===== src/rtl/pbus_pkg.sv =====
// Shared types and constants for the host parallel-bus to Wishbone bridge.
package pbus_pkg;

  typedef enum logic [1:0] {
    IDLE   = 2'd0,
    WR_CYC = 2'd1,
    RD_CYC = 2'd2,
    HOLD   = 2'd3
  } pb_state_e;

  localparam logic [1:0] SEL_LO = 2'b01;
  localparam logic [1:0] SEL_HI = 2'b10;

  // Byte-lane select for a byte address LSB.
  function automatic logic [1:0] lane_sel(input logic a0);
    return a0 ? SEL_HI : SEL_LO;
  endfunction

  // Pick the addressed byte out of a 16-bit Wishbone word.
  function automatic logic [7:0] lane_byte(input logic a0, input logic [15:0] w);
    return a0 ? w[15:8] : w[7:0];
  endfunction

endpackage


===== src/rtl/pb_sync.sv =====
// Two-flop synchroniser for chip select plus one host strobe, producing the
// request level and a single-cycle request-rise pulse.
module pb_sync (
  input  logic clk,
  input  logic rst,
  input  logic cs_n,
  input  logic strb_n,
  output logic rq,
  output logic rq_rise
);

  logic [1:0] cs_q, cs_d;
  logic [1:0] st_q, st_d;
  logic       prev_q, prev_d;
  logic [1:0] fill_q, fill_d;
  logic       armed_q, armed_d;

  assign rq = ~cs_q[1] & ~st_q[1];
  // A rise only counts once the request has been seen low with pin-derived
  // synchroniser contents, so a strobe held through reset never starts an access.
  assign rq_rise = armed_q & rq & ~prev_q;

  // Next-state for synchroniser chains, edge history and arming.
  always_comb begin
    cs_d    = {cs_q[0], cs_n};
    st_d    = {st_q[0], strb_n};
    prev_d  = rq;
    fill_d  = {fill_q[0], 1'b1};
    armed_d = armed_q | (fill_q[1] & ~rq);
  end

  // Synchroniser and detector registers; strobes reset to inactive (1).
  always_ff @(posedge clk) begin
    if (rst) begin
      cs_q    <= '1;
      st_q    <= '1;
      prev_q  <= 1'b1;
      fill_q  <= '0;
      armed_q <= 1'b0;
    end else begin
      cs_q    <= cs_d;
      st_q    <= st_d;
      prev_q  <= prev_d;
      fill_q  <= fill_d;
      armed_q <= armed_d;
    end
  end

endmodule


===== src/rtl/wb_pbus_master.sv =====
// Host 8-bit asynchronous parallel bus to Wishbone classic master bridge.
// Each host read or write becomes one Wishbone cycle into a fixed byte window.
module wb_pbus_master
  import pbus_pkg::*;
#(
  parameter logic [19:0] BASE     = 20'h00080,
  parameter bit          IO_SPACE = 1'b1,
  parameter int unsigned TIMEOUT  = 255
) (
  input  logic        clk,
  input  logic        rst,
  input  logic [2:0]  pb_adr,
  input  logic        pb_cs_n,
  input  logic        pb_rd_n,
  input  logic        pb_wr_n,
  input  logic [7:0]  pb_dat_i,
  output logic [7:0]  pb_dat_o,
  output logic        pb_dat_oe,
  output logic        pb_wait,
  output logic        err,
  output logic [19:1] wb_adr_o,
  output logic        wb_tga_o,
  output logic [1:0]  wb_sel_o,
  output logic [15:0] wb_dat_o,
  input  logic [15:0] wb_dat_i,
  output logic        wb_we_o,
  output logic        wb_cyc_o,
  output logic        wb_stb_o,
  input  logic        wb_ack_i
);

  localparam logic [7:0] TO_LIM = 8'(TIMEOUT);

  logic rq_rd, rq_rd_rise;
  logic rq_wr, rq_wr_rise;

  pb_sync u_sync_rd (
    .clk    (clk),
    .rst    (rst),
    .cs_n   (pb_cs_n),
    .strb_n (pb_rd_n),
    .rq     (rq_rd),
    .rq_rise(rq_rd_rise)
  );

  pb_sync u_sync_wr (
    .clk    (clk),
    .rst    (rst),
    .cs_n   (pb_cs_n),
    .strb_n (pb_wr_n),
    .rq     (rq_wr),
    .rq_rise(rq_wr_rise)
  );

  logic [19:0] byte_adr;
  assign byte_adr = BASE + {17'd0, pb_adr};

  pb_state_e   state_q, state_d;
  logic [7:0]  cnt_q, cnt_d;
  logic        cyc_q, cyc_d;
  logic        we_q, we_d;
  logic [19:1] adr_q, adr_d;
  logic        a0_q, a0_d;
  logic [1:0]  sel_q, sel_d;
  logic [15:0] wdat_q, wdat_d;
  logic [7:0]  rdat_q, rdat_d;
  logic        oe_q, oe_d;
  logic        wait_q, wait_d;
  logic        err_q, err_d;

  // Access sequencing: start on request rise, run one Wishbone cycle, then
  // hold until the host releases both strobes.
  always_comb begin
    state_d = state_q;
    cnt_d   = cnt_q;
    cyc_d   = cyc_q;
    we_d    = we_q;
    adr_d   = adr_q;
    a0_d    = a0_q;
    sel_d   = sel_q;
    wdat_d  = wdat_q;
    rdat_d  = rdat_q;
    oe_d    = oe_q;
    wait_d  = wait_q;
    err_d   = 1'b0;
    unique case (state_q)
      IDLE: begin
        if (rq_wr & rq_rd) begin
          err_d   = 1'b1;
          state_d = HOLD;
        end else if (rq_wr_rise | rq_rd_rise) begin
          state_d = rq_wr_rise ? WR_CYC : RD_CYC;
          cyc_d   = 1'b1;
          we_d    = rq_wr_rise;
          adr_d   = byte_adr[19:1];
          a0_d    = byte_adr[0];
          sel_d   = lane_sel(byte_adr[0]);
          wdat_d  = {pb_dat_i, pb_dat_i};
          cnt_d   = '0;
          wait_d  = 1'b1;
          oe_d    = rq_rd_rise;
        end
      end
      WR_CYC, RD_CYC: begin
        if (wb_ack_i) begin
          cyc_d   = 1'b0;
          we_d    = 1'b0;
          wait_d  = 1'b0;
          state_d = HOLD;
          if (state_q == RD_CYC) rdat_d = lane_byte(a0_q, wb_dat_i);
        end else if (cnt_q == TO_LIM) begin
          cyc_d   = 1'b0;
          we_d    = 1'b0;
          wait_d  = 1'b0;
          err_d   = 1'b1;
          state_d = HOLD;
          if (state_q == RD_CYC) rdat_d = 8'hFF;
        end else begin
          cnt_d = cnt_q + 8'd1;
        end
      end
      HOLD: begin
        if (~rq_wr & ~rq_rd) begin
          state_d = IDLE;
          oe_d    = 1'b0;
        end
      end
      default: state_d = IDLE;
    endcase
  end

  // State and registered outputs.
  always_ff @(posedge clk) begin
    if (rst) begin
      state_q <= IDLE;
      cnt_q   <= '0;
      cyc_q   <= 1'b0;
      we_q    <= 1'b0;
      adr_q   <= '0;
      a0_q    <= 1'b0;
      sel_q   <= '0;
      wdat_q  <= '0;
      rdat_q  <= '0;
      oe_q    <= 1'b0;
      wait_q  <= 1'b0;
      err_q   <= 1'b0;
    end else begin
      state_q <= state_d;
      cnt_q   <= cnt_d;
      cyc_q   <= cyc_d;
      we_q    <= we_d;
      adr_q   <= adr_d;
      a0_q    <= a0_d;
      sel_q   <= sel_d;
      wdat_q  <= wdat_d;
      rdat_q  <= rdat_d;
      oe_q    <= oe_d;
      wait_q  <= wait_d;
      err_q   <= err_d;
    end
  end

  assign pb_dat_o  = rdat_q;
  assign pb_dat_oe = oe_q;
  assign pb_wait   = wait_q;
  assign err       = err_q;
  assign wb_adr_o  = adr_q;
  assign wb_tga_o  = IO_SPACE;
  assign wb_sel_o  = sel_q;
  assign wb_dat_o  = wdat_q;
  assign wb_we_o   = we_q;
  assign wb_cyc_o  = cyc_q;
  assign wb_stb_o  = cyc_q;

endmodule


===== config.mk =====
export PLATFORM = sky130hd
export DESIGN_NAME = wb_pbus_master
export DESIGN_NICKNAME = d
export VERILOG_FILES = /design/src/rtl/pbus_pkg.sv /design/src/rtl/pb_sync.sv /design/src/rtl/wb_pbus_master.sv
export SDC_FILE = /design/constraint.sdc
export NUM_CORES = 1
export LEC_CHECK = 0
export ABC_CLOCK_PERIOD_IN_PS = 2200
export CORE_ASPECT_RATIO = 1.5
export CORE_MARGIN = 2
export CORE_UTILIZATION = 37
export CTS_BUF_LIST = sky130_fd_sc_hd__clkbuf_2
export DETAILED_ROUTE_END_ITERATION = 12
export PLACE_DENSITY_LB_ADDON = 0.12
export SYNTH_ARGS = -nofsm -noshare
export SYNTH_HDL_FRONTEND = slang
export SYNTH_SLANG_ARGS = --single-unit

===== constraint.sdc =====
create_clock -name clk -period 2.2 [get_ports clk]
set_clock_uncertainty 0.1 [all_clocks]
set_input_delay 0.22 -clock clk [delete_from_list [all_inputs] [get_ports clk]]
set_output_delay 0.22 -clock clk [all_outputs]
set_load 0.005 [all_outputs]

==> impl_metrics.py, run 1 <==
metrics = {
    "timing": {
        "rsz0062_at_grt": "false",
        "setup_viol": 0,
        "drv_slew": 0,
        "final_hold_viol_count": 0,
        "clock.fmax_ghz": 0.473,
        "fin_crit_ns": 2.12,
        "setup_tns_ns": 0,
        "period_share_pct": 96.1,
    },
    "pwr": {
        "power_density_nw_per_um2": 448,
        "switching_power_uw": 344,
        "internal-power_uw": 1030,
        "power.total_uw": 1380,
        "p_comb_share_pct": 10.6,
        "leakage_uw": 0.00111,
        "swShare_pct": 25.0,
        "ir_worst_vdd_uv": 254,
        "clkPwrFrac_pct": 25.4,
        "seqPwrFrac_pct": 64.0,
    },
    "finish": {
        "layout-drive-gt1-share_pct": 12.0,
        "diodes": 0,
        "layout_commonest_cell": "clkdlybuf4s50_1",
        "nets": 379,
        "n_fill_cell": 618,
        "mostFrequentLayoutCells": "67 x clkdlybuf4s50_1, 47 x dfxtp_1, 31 x a21oi_1, 26 x nand2_1, 21 x inv_1",
        "area_growth_pct": 29.8,
    },
    "min_path": {
        "min_path_cells": 3,
        "min-delay-path-class": "input port to register",
    },
    "global_routing": {
        "grt-ovfl-total": 0,
        "antenna_found_initial": 0,
        "grt_max_degree": 33,
        "grt_pass1_wl_um": 9410,
        "grt_usage_pct": 16.5,
        "grt_pass1_vias": 2058,
    },
    "synthesis": {
        "ys_seq_area_share_pct": 39.7,
        "yosysWarnings": 0,
        "synth_edf_count": 0,
        "synthesis.area_um2": 2370,
        "synth_area_leaders": "dfxtp_1 40%, buf_4 8.9%, a21oi_1 6.5%",
        "async_flop_share_pct": 0,
        "synthFlopType": "dfxtp_1",
        "postSynthCellCount": 281,
        "synth.distinct_cells": 40,
        "synth_area_per_cell_um2": 8.44,
        "yosysTopAreaCell": "dfxtp_1",
        "synth-seq-cells": 47,
        "yosys.area.top_type_share_pct": 39.7,
    },
    "setup_path": {
        "worstRegToRegCells": 4,
        "rrSetupSlack_ns": 0.08,
        "critPathCaptureType": "register",
        "crit_fanout": 8,
        "cp-start-kind": "register",
        "crit_type": "register to register",
        "worst-endpoint-arrival_ns": 2.36,
        "worstPathRequired_ns": 2.45,
    },
    "clock_tree": {
        "ctsRootBufferMaster": "clkbuf_2",
        "path_clk_slew_ns": 0.24,
        "clk_latency_ns": 0.42,
        "cts_setup_buffers": 0,
        "cts_htree_levels": 2,
        "cts_tree": "yes",
        "clock-sinks": 47,
        "clock_path_buffers": 2,
        "numCtsBuffers": 5,
    },
    "routing": {
        "dr_total_vias": 2095,
        "wl_per_cell_um": 13.5,
        "drtAntennaViolNets": 0,
        "drcViolationCount": 0,
        "wirelength_um": 5630,
        "via_per_inst": 5.04,
        "dr.pass1.iters": 4,
        "first_iter_violations": 81,
    },
    "run": {
        "drv_cap": 0,
    },
    "floorplan": {
        "rows": 35,
        "die_y_um": 102,
        "ioPinCount": 85,
        "die-area_um2": 7080,
        "core_um2": 6170,
        "initial_core_util_pct": 38.4,
        "die_w_um": 69.4,
    },
    "place": {
        "dp_hpwl_um": 4150,
        "gp_congestion": 0.793,
        "io_buffer_count": 67,
    },
    "run_status": {
        "status": "finished clean",
    },
}
registers in the layout, indices dropped and copies added (netlist names):
name               count
u_sync_wr.armed_q      1
u_sync_wr.fill_q       2
cnt_q                  8
wb_adr_o               3
u_sync_rd.st_q         2
state_q                2
u_sync_rd.cs_q         2
a0_q                   1
u_sync_wr.st_q         2
wb_dat_o               8
pb_dat_oe              1
u_sync_wr.prev_q       1
u_sync_rd.armed_q      1
u_sync_rd.prev_q       1
wb_sel_o               1
pb_dat_o               8
wb_we_o                1
err                    1
pb_wait                1
stage by stage:
| stage | setup slack [ns] | hold slack (ns) | util [%] | std cells | area (µm²) |
|---|---|---|---|---|---|
| global placement | 0.172 | 0.292 | 49.1 | 408 | 3030 |
| floorplan | 0.198 | 0.224 | - | 296 | 2430 |
| detailed placement | 0.131 | 0.293 | 49.1 | 408 | 3030 |
| finish | 0.0847 | 0.221 | 49.8 | 416 | 3080 |
| CTS | 0.0742 | 0.203 | 49.8 | 416 | 3070 |
| global route | 0.0190 | 0.199 | 49.8 | 416 | 3080 |
critical path: stages, from the launching register on:
cell,delay (ns)
dfxtp_1,0.42
or4b_1,0.61
a21o_4,0.27
a2111o_1,0.43
a221oi_2,0.22
metal layers:
layer	vias to the layer above	global-route usage (%)	part of all wire (%)	routed length, µm
met2	96	30.0	49	2770
met3	6	4.54	8.7	488
met5	-	0	0	0
met4	0	6.33	1.6	91
met1	933	18.4	40	2280
li1	1060	-	-	-
power groups by stage:
| stage | Combinational [µW] | Sequential, µW | Clock [µW] |
|---|---|---|---|
| 2_1_floorplan | 83.8 | 895 | 0 |
| 6_report | 146 | 882 | 350 |
| 3_3_place_gp | 147 | 897 | 0 |
| 3_5_place_dp | 146 | 897 | 0 |
| 5_1_grt | 162 | 885 | 402 |
| 4_1_cts | 147 | 882 | 375 |
cells in the mapped netlist (all sizes together) (4+ instances only):
library cell and number:
dfxtp 47, a21oi 32, buf 31, nand2 26, inv 21, o21ai 17
nand3 13, clkbuf 11, or2 9, mux2 8, a221oi 7, nor2 7
ha 5, nor2b 4, nor3 4
layout make-up:
cell class	count	area, µm²	area share (%)
Sequential cell	47	941	30.6
Clock inverter	3	15.0	0.488
Tap cell	74	92.6	3.01
Inverter	21	78.8	2.56
Timing Repair Buffer	80	781	25.4
Clock buffer	5	25.0	0.813
Multi-Input combinational cell	186	1140	37.2
repair_timing:
| action | CTS | global route |
|---|---|---|
| resized for setup | 0 | 1 |
| hold buffers | 0 | 0 |
| endpoints found under the setup margin | 0 | 3 |
logic make-up (layout without fill, tap and decap cells):
group	count (synthesis)	in the layout	share of synthesized area (%)
AND/OR/NAND/NOR	74	74	15.7
multiplexers	11	11	5.07
AO/OA/AOI/OAI	79	79	22.0
flip-flops	47	47	39.7
buffers and inverters	63	109	14.6
other	2	17	0.317
adder cells (fa/ha/maj)	5	5	2.64
worst paths after layout:
check                           end               from
setup / recovery           cnt_q[7]  u_sync_rd.cs_q[1]
hold / removal         wb_dat_o[14]        pb_dat_i[6]
setup reg to reg           cnt_q[7]  u_sync_rd.cs_q[1]
hold reg to reg   u_sync_rd.st_q[1]  u_sync_rd.st_q[0]
No activity file was read; power rests on OpenSTA's default activity.
==> run 2: changes to the inputs <==
CORE_UTILIZATION = 44   (was 37)
==> run 2 against run 1 <==
  * Non-clock buffer count is 1 lower
  * Clock power is 2% higher
  * Final cell count is 1.7% lower
  * Total power is 0.60% higher
  * Sequential power hardly changed
  * Combinational power hardly changed
  * Core utilization is 9.4 points higher
  * Global-route usage is 2.6 points higher
  * Critical path type unchanged
  * Largest power group unchanged
==> impl_metrics.py, run 2 (synthesis gave the netlist of run 1 again) <==
metrics = {
    "floorplan": {
        "rows": 32,
        "die_y_um": 93.9,
        "die-area_um2": 6000,
        "ioPinCount": 85,
        "initial_core_util_pct": 45.9,
        "die_w_um": 63.9,
        "core_um2": 5160,
    },
    "setup_path": {
        "crit_chain": "or4b_4 > a21o_4 > a2111o_1 > a221oi_2",
        "cp-start-kind": "register",
        "worst-endpoint-arrival_ns": 2.36,
        "critPathCaptureType": "register",
        "worstPathRequired_ns": 2.45,
        "critical_path.reg2reg.startpoint": "u_sync_rd.cs_q[1]",
        "crit_type": "register to register",
        "slowest_delay_ns": 0.59,
        "slowest_stage": "or4b_4",
        "rrSetupSlack_ns": 0.1,
        "worstRegToRegCells": 4,
        "crit_fanout": 8,
        "r2r-end": "cnt_q[7]",
    },
    "routing": {
        "via_per_inst": 5.12,
        "dr.pass1.iters": 5,
        "dr_total_vias": 2096,
        "drtAntennaViolNets": 0,
        "first_iter_violations": 73,
        "drcViolationCount": 0,
        "wirelength_um": 5400,
        "wl_per_cell_um": 13.2,
    },
    "clock_tree": {
        "cts_tree": "yes",
        "numCtsBuffers": 5,
        "clk_latency_ns": 0.42,
        "cts_setup_buffers": 0,
        "clock_path_buffers": 2,
        "path_clk_slew_ns": 0.23,
        "cts_htree_levels": 2,
        "ctsRootBufferMaster": "clkbuf_2",
        "clock-sinks": 47,
    },
    "pwr": {
        "leakage_uw": 0.00111,
        "clkPwrFrac_pct": 25.8,
        "ir_worst_vdd_uv": 273,
        "swShare_pct": 24.6,
        "seqPwrFrac_pct": 63.6,
        "power_density_nw_per_um2": 453,
        "power.total_uw": 1390,
        "p_comb_share_pct": 10.6,
        "switching_power_uw": 341,
        "internal-power_uw": 1040,
    },
    "min_path": {
        "min_path_cells": 3,
        "min-delay-path-class": "input port to register",
        "min_to": "wb_dat_o[7]",
        "min_from": "pb_dat_i[7]",
    },
    "global_routing": {
        "grt_pass1_wl_um": 9090,
        "grt-ovfl-total": 0,
        "antenna_found_initial": 0,
        "grt_max_degree": 33,
        "grt_pass1_vias": 2052,
        "grt_usage_pct": 19.1,
    },
    "finish": {
        "layout_commonest_cell": "clkdlybuf4s50_1",
        "layout-drive-gt1-share_pct": 12.6,
        "mostFrequentLayoutCells": "67 x clkdlybuf4s50_1, 47 x dfxtp_1, 31 x a21oi_1, 26 x nand2_1, 21 x inv_1",
        "area_growth_pct": 29.0,
        "diodes": 0,
        "n_fill_cell": 473,
        "nets": 378,
    },
    "timing": {
        "setup_viol": 0,
        "hold_slack_ns": 0.222,
        "setup_tns_ns": 0,
        "drv_slew": 0,
        "fin_crit_ns": 2.10,
        "final_hold_viol_count": 0,
        "clock.fmax_ghz": 0.476,
        "period_share_pct": 95.5,
        "rsz0062_at_grt": "false",
    },
    "place": {
        "gp_congestion": 0.859,
        "dp_hpwl_um": 3980,
        "io_buffer_count": 67,
    },
    "run_status": {
        "status": "finished clean",
    },
    "run": {
        "drv_cap": 0,
    },
}
-- run 2: per-stage QoR --
step / util [%] / cell area [µm²] / instances / worst slack (ns)
finish: 59.2 / 3060 / 409 / 0.0986
floorplan: - / 2430 / 296 / 0.198
global route: 59.2 / 3060 / 409 / 0.0297
global placement: 58.2 / 3010 / 401 / 0.101
detailed placement: 58.2 / 3010 / 401 / 0.0741
CTS: 59.0 / 3050 / 409 / 0.00605
-- run 2: worst max-delay path by stage --
stage / startpoint / endpoint / slack, ns
after detailed placement: u_sync_rd.cs_q[1] / cnt_q[7] / 0.07
after floorplan: u_sync_rd.cs_q[1] / cnt_q[7] / 0.20
after global routing: u_sync_rd.cs_q[1] / cnt_q[7] / 0.03
final: u_sync_rd.cs_q[1] / cnt_q[7] / 0.1
after global placement: u_sync_rd.cs_q[1] / cnt_q[7] / 0.10
after CTS: u_sync_rd.cs_q[1] / cnt_q[7] / 0.006
-- run 2: worst max-delay path: cells and delay by family, from the launching register on --
| kind | cells | cell delay [ns] |
|---|---|---|
| and+or+nand+nor | 1 | 0.59 |
| AOI/OAI and AO/OA | 3 | 0.92 |
| DFF | 1 | 0.42 |
-- run 2: what timing repair did --
action / CTS / global route
setup endpoints to repair: 0 / 13
resized for setup: 0 / 3
hold buffers: 0 / 0
-- run 2: final cells by class --
| cell class | instances | area (µm²) | share of cell area (%) |
|---|---|---|---|
| inverters | 21 | 78.8 | 2.58 |
| repair buffers | 79 | 761 | 24.9 |
| multi-input cells | 186 | 1150 | 37.6 |
| flip-flops and latches | 47 | 941 | 30.8 |
| well taps | 68 | 85.1 | 2.78 |
| clock buffers | 6 | 30.0 | 0.982 |
| clock inverters | 2 | 12.5 | 0.409 |
-- run 2: metal layers --
| layer | part of all wire, % | up-vias | track usage (%) |
|---|---|---|---|
| li1 | - | 1061 | - |
| met1 | 41 | 946 | 19.6 |
| met2 | 51 | 80 | 36.6 |
| met3 | 5.7 | 9 | 4.08 |
| met4 | 1.7 | 0 | 7.79 |
| met5 | 0 | - | 0 |
-- run 2: power groups by stage --
stage | sequential (µW) | clock [µW] | combinational [µW]
after global placement | 896 | 0 | 146
final | 881 | 358 | 147
after CTS | 881 | 380 | 148
after detailed placement | 897 | 0 | 146
after global routing | 885 | 408 | 163
after floorplan | 895 | 0 | 83.8
